**src/rtl/seq_tiled_array_mult.sv**
```systemverilog
// Iterative unsigned WIDTH x WIDTH multiplier reusing one BLK x BLK array-multiplier tile per cycle.
// Optional build macro: SEQ_TILED_ARRAY_MULT_ZERO_SKIP_EN (zero-operand and zero-row skipping).
`timescale 1ns/1ps
module seq_tiled_array_mult #(
  parameter int WIDTH = 16,
  parameter int BLK   = 8
) (
  input  logic               clk,
  input  logic               rst_n,
  input  logic               in_valid,
  output logic               in_ready,
  input  logic [WIDTH-1:0]   a,
  input  logic [WIDTH-1:0]   b,
  output logic               out_valid,
  input  logic               out_ready,
  output logic [2*WIDTH-1:0] p,
  output logic               busy
);
  localparam int N  = WIDTH / BLK;
  localparam int CW = (N > 1) ? $clog2(N) : 1;
  localparam int PW = 2 * WIDTH;
  localparam logic [CW-1:0] LAST = CW'(N - 1);

  if ((WIDTH % BLK) != 0 || BLK < 2) begin : g_param_check
    $error("seq_tiled_array_mult: WIDTH must be a multiple of BLK and BLK must be >= 2");
  end

  typedef enum logic [1:0] {IDLE, BUSY, DONE} state_t;

  state_t           state_q, state_d;
  logic [WIDTH-1:0] a_q, a_d, b_q, b_d;
  logic [PW-1:0]    acc_q, acc_d, p_q, p_d;
  logic [CW-1:0]    i_q, i_d, j_q, j_d;
  logic             in_ready_q, in_ready_d;
  logic             out_valid_q, out_valid_d;
  logic             busy_q, busy_d;

  logic [BLK-1:0]   a_dig, b_dig;
  logic [2*BLK-1:0] tile_p;
  logic [PW-1:0]    term, sum, p_fin;
  logic             finish;

  assign a_dig = a_q[BLK*i_q +: BLK];
  assign b_dig = b_q[BLK*j_q +: BLK];

  // Tile: row r adds the partial-product row a_dig & b_dig[r] to the upper bits of row r-1.
  // Bit 0 of each row's sum is a finished product bit; the last row supplies the top BLK+1 bits.
  for (genvar r = 0; r < BLK; r++) begin : g_row
    logic [BLK:0]   part;
    logic [BLK-1:0] pp;
    assign pp = a_dig & {BLK{b_dig[r]}};
    if (r == 0) begin : g_first
      assign part = {1'b0, pp};
    end else begin : g_add
      logic cy;
      always_comb begin
        cy   = 1'b0;
        part = '0;
        for (int k = 0; k < BLK; k++) begin
          part[k] = g_row[r-1].part[k+1] ^ pp[k] ^ cy;
          cy      = (g_row[r-1].part[k+1] & pp[k]) | (cy & (g_row[r-1].part[k+1] ^ pp[k]));
        end
        part[BLK] = cy;
      end
    end
    if (r < BLK - 1) begin : g_lo
      assign tile_p[r] = part[0];
    end else begin : g_hi
      assign tile_p[2*BLK-1:BLK-1] = part;
    end
  end

  assign term = PW'(tile_p) << (BLK * (int'(i_q) + int'(j_q)));
  assign sum  = acc_q + term;

  always_comb begin
    state_d     = state_q;
    a_d         = a_q;
    b_d         = b_q;
    acc_d       = acc_q;
    i_d         = i_q;
    j_d         = j_q;
    p_d         = p_q;
    in_ready_d  = in_ready_q;
    out_valid_d = out_valid_q;
    busy_d      = busy_q;
    finish      = 1'b0;
    p_fin       = sum;
    case (state_q)
      IDLE: begin
        if (in_valid) begin
          a_d        = a;
          b_d        = b;
          acc_d      = '0;
          i_d        = '0;
          j_d        = '0;
          state_d    = BUSY;
          in_ready_d = 1'b0;
          busy_d     = 1'b1;
        end
      end
      BUSY: begin
`ifdef SEQ_TILED_ARRAY_MULT_ZERO_SKIP_EN
        if (a_q == '0 || b_q == '0) begin
          finish = 1'b1;
          p_fin  = '0;
        end else if (i_q == '0 && b_dig == '0) begin
          // An all-zero multiplier digit contributes nothing to its whole row.
          if (j_q == LAST) begin
            finish = 1'b1;
            p_fin  = acc_q;
          end else begin
            j_d = j_q + CW'(1);
          end
        end else
`endif
        begin
          acc_d = sum;
          if (i_q == LAST) begin
            i_d = '0;
            if (j_q == LAST) finish = 1'b1;
            else             j_d = j_q + CW'(1);
          end else begin
            i_d = i_q + CW'(1);
          end
        end
        if (finish) begin
          state_d     = DONE;
          p_d         = p_fin;
          out_valid_d = 1'b1;
          busy_d      = 1'b0;
        end
      end
      DONE: begin
        if (out_ready) begin
          state_d     = IDLE;
          out_valid_d = 1'b0;
          in_ready_d  = 1'b1;
        end
      end
      default: state_d = IDLE;
    endcase
  end

  always_ff @(posedge clk or negedge rst_n) begin
    if (!rst_n) begin
      state_q     <= IDLE;
      a_q         <= '0;
      b_q         <= '0;
      acc_q       <= '0;
      i_q         <= '0;
      j_q         <= '0;
      p_q         <= '0;
      in_ready_q  <= 1'b1;
      out_valid_q <= 1'b0;
      busy_q      <= 1'b0;
    end else begin
      state_q     <= state_d;
      a_q         <= a_d;
      b_q         <= b_d;
      acc_q       <= acc_d;
      i_q         <= i_d;
      j_q         <= j_d;
      p_q         <= p_d;
      in_ready_q  <= in_ready_d;
      out_valid_q <= out_valid_d;
      busy_q      <= busy_d;
    end
  end

  assign in_ready  = in_ready_q;
  assign out_valid = out_valid_q;
  assign p         = p_q;
  assign busy      = busy_q;
endmodule

```
**config.mk**
```make
export PLATFORM = sky130hd
export DESIGN_NAME = seq_tiled_array_mult
export DESIGN_NICKNAME = d
export VERILOG_FILES = /design/src/rtl/seq_tiled_array_mult.sv
export SDC_FILE = /design/constraint.sdc
export NUM_CORES = 1
export LEC_CHECK = 0
export CELL_PAD_IN_SITES_DETAIL_PLACEMENT = 0
export CELL_PAD_IN_SITES_GLOBAL_PLACEMENT = 1
export CORE_ASPECT_RATIO = 1.2
export CORE_MARGIN = 2
export CORE_UTILIZATION = 50
export CTS_BUF_LIST = sky130_fd_sc_hd__clkbuf_4 sky130_fd_sc_hd__clkbuf_8
export DETAILED_ROUTE_END_ITERATION = 10
export GPL_ROUTABILITY_DRIVEN = 0
export PLACE_DENSITY = 0.89
export SLEW_MARGIN = 10
export SYNTH_ARGS = -nofsm -noshare
export SYNTH_HDL_FRONTEND = slang
export SYNTH_SLANG_ARGS = --single-unit
```
**constraint.sdc**
```tcl
create_clock -name clk -period 26.8 [get_ports clk]
set_input_delay 4.02 -clock clk [delete_from_list [all_inputs] [get_ports clk]]
set_output_delay 4.02 -clock clk [all_outputs]
set_load 0.005 [all_outputs]
```
Word-level counts from Yosys, hierarchy flattened
Index checks and enable logic that the tools add are counted.
{"block": "word_totals", "regBits": 103, "in_bits": 36, "out_inout_bits": 35, "elab_cells": 322}
{"block": "classes", "addsub": 4, "eq_ne": 6, "shift": 3, "mux": 23, "bitwise_logic": 264, "reduce_logical": 12}
{"cell": "AND 1 bit", "count": 104}
{"cell": "bitwise XOR 1 bit", "count": 104}
{"cell": "AND 8 bit", "count": 8}
{"cell": "case mux 32 bit (2 select lines)", "count": 1}
{"cell": "OR 1 bit", "count": 48}
{"cell": "adder 32 bit", "count": 1}
{"cell": "2-to-1 mux 32 bit", "count": 1}
{"cell": "indexed part select 16 x 5 -> 8 bit", "count": 2}
{"cell": "left shift 16 x 5 -> 32 bit", "count": 1}
{"cell": "AND reduction 3 bit", "count": 5}
{"cell": "2-to-1 mux 1 bit", "count": 12}
{"cell": "case mux 1 bit (2 select lines)", "count": 5}
{"cell": "inequality test 2 bit, second input constant", "count": 4}
{"cell": "2-to-1 mux 2 bit", "count": 3}
{"cell": "case mux 2 bit (3 select lines)", "count": 1}
{"cell": "AND reduction 2 bit", "count": 3}
{"cell": "nonzero test 2 bit", "count": 3}
{"cell": "adder 1 bit, second input constant", "count": 2}
{"cell": "adder 1 x 1 -> 2 bit", "count": 1}
{"cell": "== test 2 x 1 -> 1 bit, second input constant", "count": 1}
{"cell": "== test 2 bit, second input constant", "count": 1}
{"cell": "logical NOT 2 bit", "count": 1}

Logic depth before layout (Yosys ltp)
Gate-level depths: netlist of the first run.
{"block": "logic_depth", "ltp_word": 44, "depth_mapped": 39, "ltp_nobuf": 37}

Worst setup path after synthesis of the first run
Ideal clock, no wire load.
{"block": "synth_timing", "kind": "register -> register", "start": "register i_q", "end": "register p_q[25], in the netlist p[25]", "setup_ns": 0.129, "arrival_time_ns": 11.536, "t_required_ns": 26.671, "path_slack_ns": 15.135, "path_stages_with_launch": 37, "path_buffers": 2, "synth_period_minus_slack_ns": 11.665, "path_cell_list": "dfrtp_1 -> clkbuf_1 -> mux2i_1 -> nor2_1 -> ha_1 -> fa_1 -> fa_1 -> fa_1 -> fa_1 -> fa_1 -> fa_1 -> fa_1 -> fa_1 -> fa_1 -> fa_1 -> inv_1 -> fa_1 -> inv_1 -> fa_1 -> fa_1 -> fa_1 -> fa_1 -> fa_1 -> fa_1 -> fa_1 -> fa_1 -> mux2i_1 -> nor2_1 -> ha_1 -> buf_2 -> a21oi_1 -> o21ai_0 -> o41a_1 -> a31oi_4 -> o21ai_2 -> xnor2_1 -> o21ai_1"}
{"block": "synth_via", "elab_chain_cells": 43}
{"item": "from (decl)", "line_no": "33", "source": "logic [CW-1:0] i_q, i_d, j_q, j_d;"}
{"item": "from (signal assigned)", "line_no": "162", "source": "i_q <= i_d;"}
{"item": "indexed part select 16 x 5 -> 8 bit", "line_no": "43", "source": "assign a_dig = a_q[BLK*i_q +: BLK];"}
{"item": "AND 8 bit", "line_no": "51", "source": "assign pp = a_dig & {BLK{b_dig[r]}};"}
{"item": "AND 1 bit or bitwise XOR 1 bit (tied branches)", "line_no": "61, 60"}
{"item": "AND 1 bit", "line_no": "61", "source": "cy = (g_row[r-1].part[k+1] & pp[k]) | (cy & (g_row[r-1].part[k+1] ^ pp[k]));"}
{"item": "OR 1 bit", "line_no": "61"}
{"item": "AND 1 bit or bitwise XOR 1 bit (tied branches)", "line_no": "61, 60"}
{"item": "OR 1 bit or bitwise XOR 1 bit (tied branches)", "line_no": "61, 60"}
{"item": "AND 1 bit or bitwise XOR 1 bit (tied branches)", "line_no": "61, 60"}
{"item": "(+27 left out)"}
{"item": "AND 1 bit or bitwise XOR 1 bit (tied branches)", "line_no": "61, 60"}
{"item": "OR 1 bit or bitwise XOR 1 bit (tied branches)", "line_no": "61, 60"}
{"item": "AND 1 bit", "line_no": "61"}
{"item": "OR 1 bit", "line_no": "61"}
{"item": "AND 1 bit", "line_no": "61"}
{"item": "OR 1 bit", "line_no": "61"}
{"item": "left shift 16 x 5 -> 32 bit", "line_no": "73", "source": "assign term = PW'(tile_p) << (BLK * (int'(i_q) + int'(j_q)));"}
{"item": "adder 32 bit", "line_no": "74", "source": "assign sum = acc_q + term;"}
{"item": "to (signal assigned)", "line_no": "164", "source": "p_q <= p_d;"}
{"item": "to (decl)", "line_no": "32", "source": "logic [PW-1:0] acc_q, acc_d, p_q, p_d;"}
Parallel ways exist; a longest one is shown, timed or not. The select of a mux whose other input is x is not followed.
A chain may end at the register's enable or synchronous reset.

Final worst setup path of the first run
{"block": "layout_timing", "start": "register i_q", "end": "register p_q[31], in the netlist p[31]"}
Same word-level chain as after synthesis.

==> impl_metrics.py, run 1 <==
metrics = {
    "critical_path": {
        "crit_type": "flop to flop",
        "crit_arrival_ns": 12.97,
        "start_kind": "flop",
        "required_ns": 27.03,
        "crit_fanout": 12,
        "slowest_stage": "mux2i_1",
        "critPathMaxStageDelay_ns": 0.80,
        "endpoint_kind": "flop",
        "cp_common_cell": "fa_1",
    },
    "logic_synthesis": {
        "synthXorXnorAreaFrac_pct": 3.706,
        "synth_mux_area_share_pct": 8.352,
        "synth-main-ff-cell": "dfrtp_1",
        "synth_area_per_cell_sq_um": 9.833,
        "synth-seq-cells": 103,
        "synth_cells": 745,
        "synthArstFlopShare_pct": 100.0,
        "netlist.area_leader.share_pct": 34.84,
        "synthTopCellsByArea": "dfrtp_1 35%, fa_1 13%, ha_1 6.8%, mux2_2 5.1%, o21ai_0 4.5%",
        "ys_types": 56,
        "yosysSeqAreaShare_pct": 35.20,
        "synth_top_family_by_area": "adder cells",
        "yosys.area_share.simple_pct": 13.95,
        "synthAdderAreaFrac_pct": 20.22,
        "synth_edf_count": 0,
        "synth_area_sq_um": 7326,
        "yosysTopAreaCell": "dfrtp_1",
        "yosys_warnings": 0,
        "synth_fp_nets": 870,
        "synth_compound_area_share_pct": 15.56,
    },
    "die": {
        "dieHeight_um": 136.6,
        "initial_utilization_pct": 51.04,
        "die_area_sq_um": 15640,
        "die-width_um": 114.5,
        "placement_rows": 48,
        "core_sq_um": 14350,
        "pin_count": 71,
    },
    "final_layout": {
        "area_delta_synth_final_pct": 14.19,
        "layout_commonest_cell": "dfrtp_1",
        "final_layout_size_suffix_gt1_share_pct": 9.625,
        "antenna_cells": 0,
        "nNetsFinal": 922,
        "final_cell_mix": "102 x dfrtp_1, 80 x nor2_1, 77 x nand2_1, 69 x clkdlybuf4s50_1, 66 x o21ai_0",
    },
    "drt": {
        "routed_wl_mm": 16.94,
        "drtAntennaViolNets": 0,
        "drtPass1Iterations": 6,
        "drc_errors": 0,
        "via_per_inst": 5.792,
        "via_count": 5647,
        "wire_per_inst_um": 17.38,
        "drtIter0Drc": 290,
    },
    "timing": {
        "fin_skew_ns": 0.01114,
        "finalSetupViolCount": 0,
        "maxSlewHeadroom_pct": 27.58,
        "hold_viol": 0,
        "tightest_slew_ns": 1.083,
        "rsz0062_at_grt": "no",
        "fin_crit_ns": 12.74,
        "drv_slew": 0,
        "clock.fmax_mhz": 78.51,
        "setup_tns_ns": 0,
        "period_share_pct": 47.53,
    },
    "clock_network": {
        "cts_inserted_buffers": 9,
        "hold_buffers": 0,
        "cts_root_buf": "clkbuf_8",
        "clock_path_buffers": 2,
        "insertion_delay_ns": 0.39,
        "htreeDepth": 3,
        "postCtsSetupBuffers": 0,
        "clk_pin_slew_ns": 0.09,
        "ctsResizeCount": 0,
        "clock_sinks": 103,
        "cts_tree": "yes",
    },
    "outcome": {
        "status": "finished, final reports clean",
    },
    "worst_hold_path": {
        "hold_path_class": "flop to flop",
    },
    "job": {
        "drv_cap": 0,
    },
    "global_route": {
        "grt_usage_pct": 23.42,
        "grt_max_degree": 66,
        "gr-total-overflow": 0,
        "grt_pass1_vias": 5878,
        "grt_antenna_before_repair": 0,
        "grt_pass1_wl_mm": 28.77,
    },
    "place": {
        "hpwl_mm": 13.15,
        "portBuffers": 70,
    },
}
cells in the mapped netlist (2+ instances only):
master    count
dfrtp_1     102
nor2_1       81
nand2_1      78
o21ai_0      66
fa_1         49
ha_1         40
a21oi_1      34
mux2_2       33
clkbuf_1     26
inv_1        24
mux2i_1      24
o21ai_1      16
xnor2_1      16
xor2_1       15
a21o_1       14
nand3_1      13
nor2b_1      12
a22o_1       10
and2_1        9
or2_2         9
nand2b_1      8
and3_1        7
o21bai_1      6
buf_2         5
o211ai_1      5
nand4_1       4
a31oi_1       3
o21a_1        3
a31o_2        2
a41oi_1       2
buf_1         2
nor3_1        2
nor4_1        2
metrics by stage:
stage / setup WS [ns] / instance area, sq um / std cells / hold WS [ns] / utilization, %
2_1_floorplan: 15.13 / 7326 / 745 / 0.4563 / -
3_3_place_gp: 14.29 / 8152 / 961 / 0.4613 / 56.79
3_5_place_dp: 14.13 / 8152 / 961 / 0.4700 / 56.79
4_1_cts: 14.12 / 8366 / 975 / 0.4895 / 58.28
5_1_grt: 13.47 / 8366 / 975 / 0.5209 / 58.28
6_report: 14.06 / 8366 / 975 / 0.4793 / 58.28
area by class of cell:
class                           instances  area (sq um)
Multi-Input combinational cell        585          4536
Inverter                               24         90.09
Clock buffer                           11         145.1
Tap cell                              175         219.0
Timing Repair Buffer                   74         728.2
Fill cell                            1287          5988
Clock inverter                          3         68.82
Sequential cell                       103          2579
cells by family (layout without fill, tap and decap cells):
family          after synthesis  after routing
compound gates              179            179
xor+xnor                     31             31
fa+ha+maj                    89             89
buf+inv                      57            112
flops                       103            103
mux                          57             57
simple gates                229            229
worst max-delay path: cells and delay by family (launching register included):
kind	cells	cell delay, ns
buffers and inverters	2	0.12
and+or+nand+nor	2	0.19
muxes	2	0.99
xor gates and xnor gates	1	0.15
AOI/OAI and AO/OA	6	1.38
DFF	1	0.72
adders and majority gates	21	8.99
metal layers:
layer / global-route usage, % / part of all wire [%] / vias up
met4: 13.41 / 4.2 / 0
met2: 40.60 / 51 / 157
met3: 3.366 / 3.7 / 50
met5: 0 / 0 / -
li1: - / - / 2671
met1: 27.73 / 41 / 2769
state kept, by name, summed over array words and instances (netlist names):
signal	cells
b_q	16
j_q	1
a_q	16
p	32
i_q	1
in_ready	1
acc_q	32
busy	1
state_q	2
out_valid	1
path summary, 6_finish.rpt:
kind,slack [ns],end,startpoint,cells after the start
worst max register to register,14.06,p[31]$_DFFE_PN0P_,i_q$_DFFE_PN0P_,34
min in group asynchronous,3.66,p[9]$_DFFE_PN0P_,rst_n,1
worst min register to register,0.48,p[18]$_DFFE_PN0P_,p[18]$_DFFE_PN0P_,2
worst min-delay path,0.48,p[18]$_DFFE_PN0P_,p[18]$_DFFE_PN0P_,2
worst max-delay path,14.06,p[31]$_DFFE_PN0P_,i_q$_DFFE_PN0P_,34
max in group asynchronous,22.04,a_q[0]$_DFFE_PN0P_,rst_n,2
Power of run 1 is left out: the tool's default activity adds up to more than one toggle a clock period on the data nets, which glitch-free logic cannot reach.
==> run 2, diff against run 1 <==
--- a/config.mk
+++ b/config.mk
@@ -9,11 +9,11 @@
 export CELL_PAD_IN_SITES_GLOBAL_PLACEMENT = 1
 export CORE_ASPECT_RATIO = 1.2
 export CORE_MARGIN = 2
-export CORE_UTILIZATION = 50
+export CORE_UTILIZATION = 47
 export CTS_BUF_LIST = sky130_fd_sc_hd__clkbuf_4 sky130_fd_sc_hd__clkbuf_8
 export DETAILED_ROUTE_END_ITERATION = 10
 export GPL_ROUTABILITY_DRIVEN = 0
-export PLACE_DENSITY = 0.89
+export PLACE_DENSITY = 0.84
 export SLEW_MARGIN = 10
 export SYNTH_ARGS = -nofsm -noshare
 export SYNTH_HDL_FRONTEND = slang
==> constraint.sdc (replaced) <==
create_clock -name clk -period 12.74 [get_ports clk]
set_input_delay 1.911 -clock clk [delete_from_list [all_inputs] [get_ports clk]]
set_output_delay 1.911 -clock clk [all_outputs]
set_load 0.005 [all_outputs]
==> run 2 against run 1 <==
Effect of this change:
- first-iteration DRC count shrank 36%
- clock skew grew 0.0060 ns
- via count shrank 1.1%
- flip-flop and latch count is the same
- critical path type unchanged
==> impl_metrics.py, run 2 (synthesis gave the netlist of run 1 again) <==
metrics = {
    "global_route": {
        "globalRouteMet1Util_pct": 23.92,
        "grt_pass1_wl_mm": 28.37,
        "grt_usage_pct": 21.42,
        "grt_pass1_vias": 5795,
        "gr-total-overflow": 0,
        "use_met2_pct": 40.24,
        "grt_antenna_before_repair": 0,
        "busiest_layer": "met2",
        "grtUsageMet3_pct": 3.115,
        "grt_max_degree": 66,
    },
    "timing": {
        "setup_tns_ns": 0,
        "fin_crit_ns": 12.14,
        "fin_skew_ns": 0.01715,
        "drv_slew": 0,
        "rsz0062_at_grt": "no",
        "period_share_pct": 95.29,
        "clock.fmax_mhz": 82.38,
        "tightest_slew_ns": 1.019,
        "hold_viol": 0,
        "maxSlewHeadroom_pct": 31.86,
        "finalSetupViolCount": 0,
    },
    "critical_path": {
        "endpoint_kind": "flop",
        "required_ns": 13.00,
        "slowest_stage": "dfrtp_2",
        "crit_arrival_ns": 12.40,
        "critical_path_buf_inv_count": 2,
        "crit_family": "adder cells",
        "start_kind": "flop",
        "crit_type": "flop to flop",
        "critPathMaxStageDelay_ns": 0.57,
        "cp_common_cell": "fa_1",
        "crit_fanout": 10,
    },
    "die": {
        "die_area_sq_um": 16610,
        "core_sq_um": 15450,
        "die-width_um": 118.0,
        "pin_count": 71,
        "initial_utilization_pct": 47.41,
        "placement_rows": 50,
        "dieHeight_um": 140.8,
    },
    "clock_network": {
        "cts_inserted_buffers": 9,
        "cts_tree": "yes",
        "ctsResizeCount": 0,
        "clk_pin_slew_ns": 0.11,
        "postCtsSetupBuffers": 0,
        "insertion_delay_ns": 0.40,
        "hold_buffers": 0,
        "clock_sinks": 103,
        "htreeDepth": 3,
        "clock_path_buffers": 2,
        "cts_root_buf": "clkbuf_8",
    },
    "drt": {
        "drtPass1Iterations": 4,
        "via_count": 5584,
        "via_per_inst": 5.507,
        "drtAntennaViolNets": 0,
        "routed_wl_mm": 16.63,
        "drtIter0Drc": 185,
        "wire_per_inst_um": 16.40,
        "drc_errors": 0,
    },
    "final_layout": {
        "antenna_cells": 0,
        "layout_commonest_cell": "dfrtp_1",
        "nNetsFinal": 926,
        "final_layout_size_suffix_gt1_share_pct": 10.79,
        "final_cell_mix": "100 x dfrtp_1, 80 x nor2_1, 77 x nand2_1, 69 x clkdlybuf4s50_1, 66 x o21ai_0",
        "area_delta_synth_final_pct": 15.13,
    },
    "place": {
        "hpwl_mm": 12.98,
        "portBuffers": 70,
    },
    "outcome": {
        "status": "finished, final reports clean",
    },
    "job": {
        "drv_cap": 0,
    },
    "worst_hold_path": {
        "hold_path_class": "flop to flop",
    },
}
run 2: changes by cell type in the layout (fill, tap and decap cells not counted):
cell	change
o21bai_1	+1
dfrtp_1	-2
clkbuf_4	+1
dfrtp_2	+2
bufinv_16	-2
mux2i_2	+1
o21bai_2	-1
clkinvlp_4	+3
buf_4	+4
mux2i_4	+2
mux2i_1	-3
run 2: worst min-delay path, cell delays in order, from the launching register on:
cell and delay (ns):
dfrtp_1 0.35, nand2_1 0.04, o21ai_0 0.06
run 2: path summary, 6_finish.rpt:
kind                       slack, ns  cells past startpoint              from           endpoint
max reg2reg                     0.60                     34   j_q$_DFFE_PN0P_  p[25]$_DFFE_PN0P_
max                             0.60                     34   j_q$_DFFE_PN0P_  p[25]$_DFFE_PN0P_
min reg2reg                     0.48                      2  p[9]$_DFFE_PN0P_   p[9]$_DFFE_PN0P_
max in group asynchronous      10.04                      2             rst_n    j_q$_DFFE_PN0P_
min in group asynchronous       1.48                      1             rst_n  p[11]$_DFFE_PN0P_
min                             0.48                      2  p[9]$_DFFE_PN0P_   p[9]$_DFFE_PN0P_
run 2: per-stage QoR:
| step | utilization, % | setup slack, ns | cell area, sq um | std cells | hold WS, ns |
|---|---|---|---|---|---|
| finish | 54.58 | 0.6005 | 8434 | 1014 | 0.4814 |
| global route | 54.58 | 0.01455 | 8434 | 1014 | 0.5214 |
| CTS | 54.38 | 0.1976 | 8403 | 1014 | 0.4905 |
| detailed placement | 53.19 | 0.2405 | 8219 | 998 | 0.4657 |
| global placement | 53.19 | 0.3978 | 8219 | 998 | 0.4615 |
| floorplan | - | 1.075 | 7326 | 745 | 0.4563 |
run 2: layer usage:
metal | up-vias | routed length (um)
met5 | - | 0
met4 | 0 | 480
met3 | 33 | 581
met2 | 122 | 8829
met1 | 2735 | 6740
li1 | 2694 | -
run 2: cell type report:
class	count	area (sq um)
clock buffer	12	152.6
clock inverter	4	31.28
fill	1400	7018
inverter	24	90.09
multi-input combinational	585	4561
sequential	103	2581
tap	208	260.3
timing repair buffer	78	758.2
Power of run 2 is left out for the same reason.
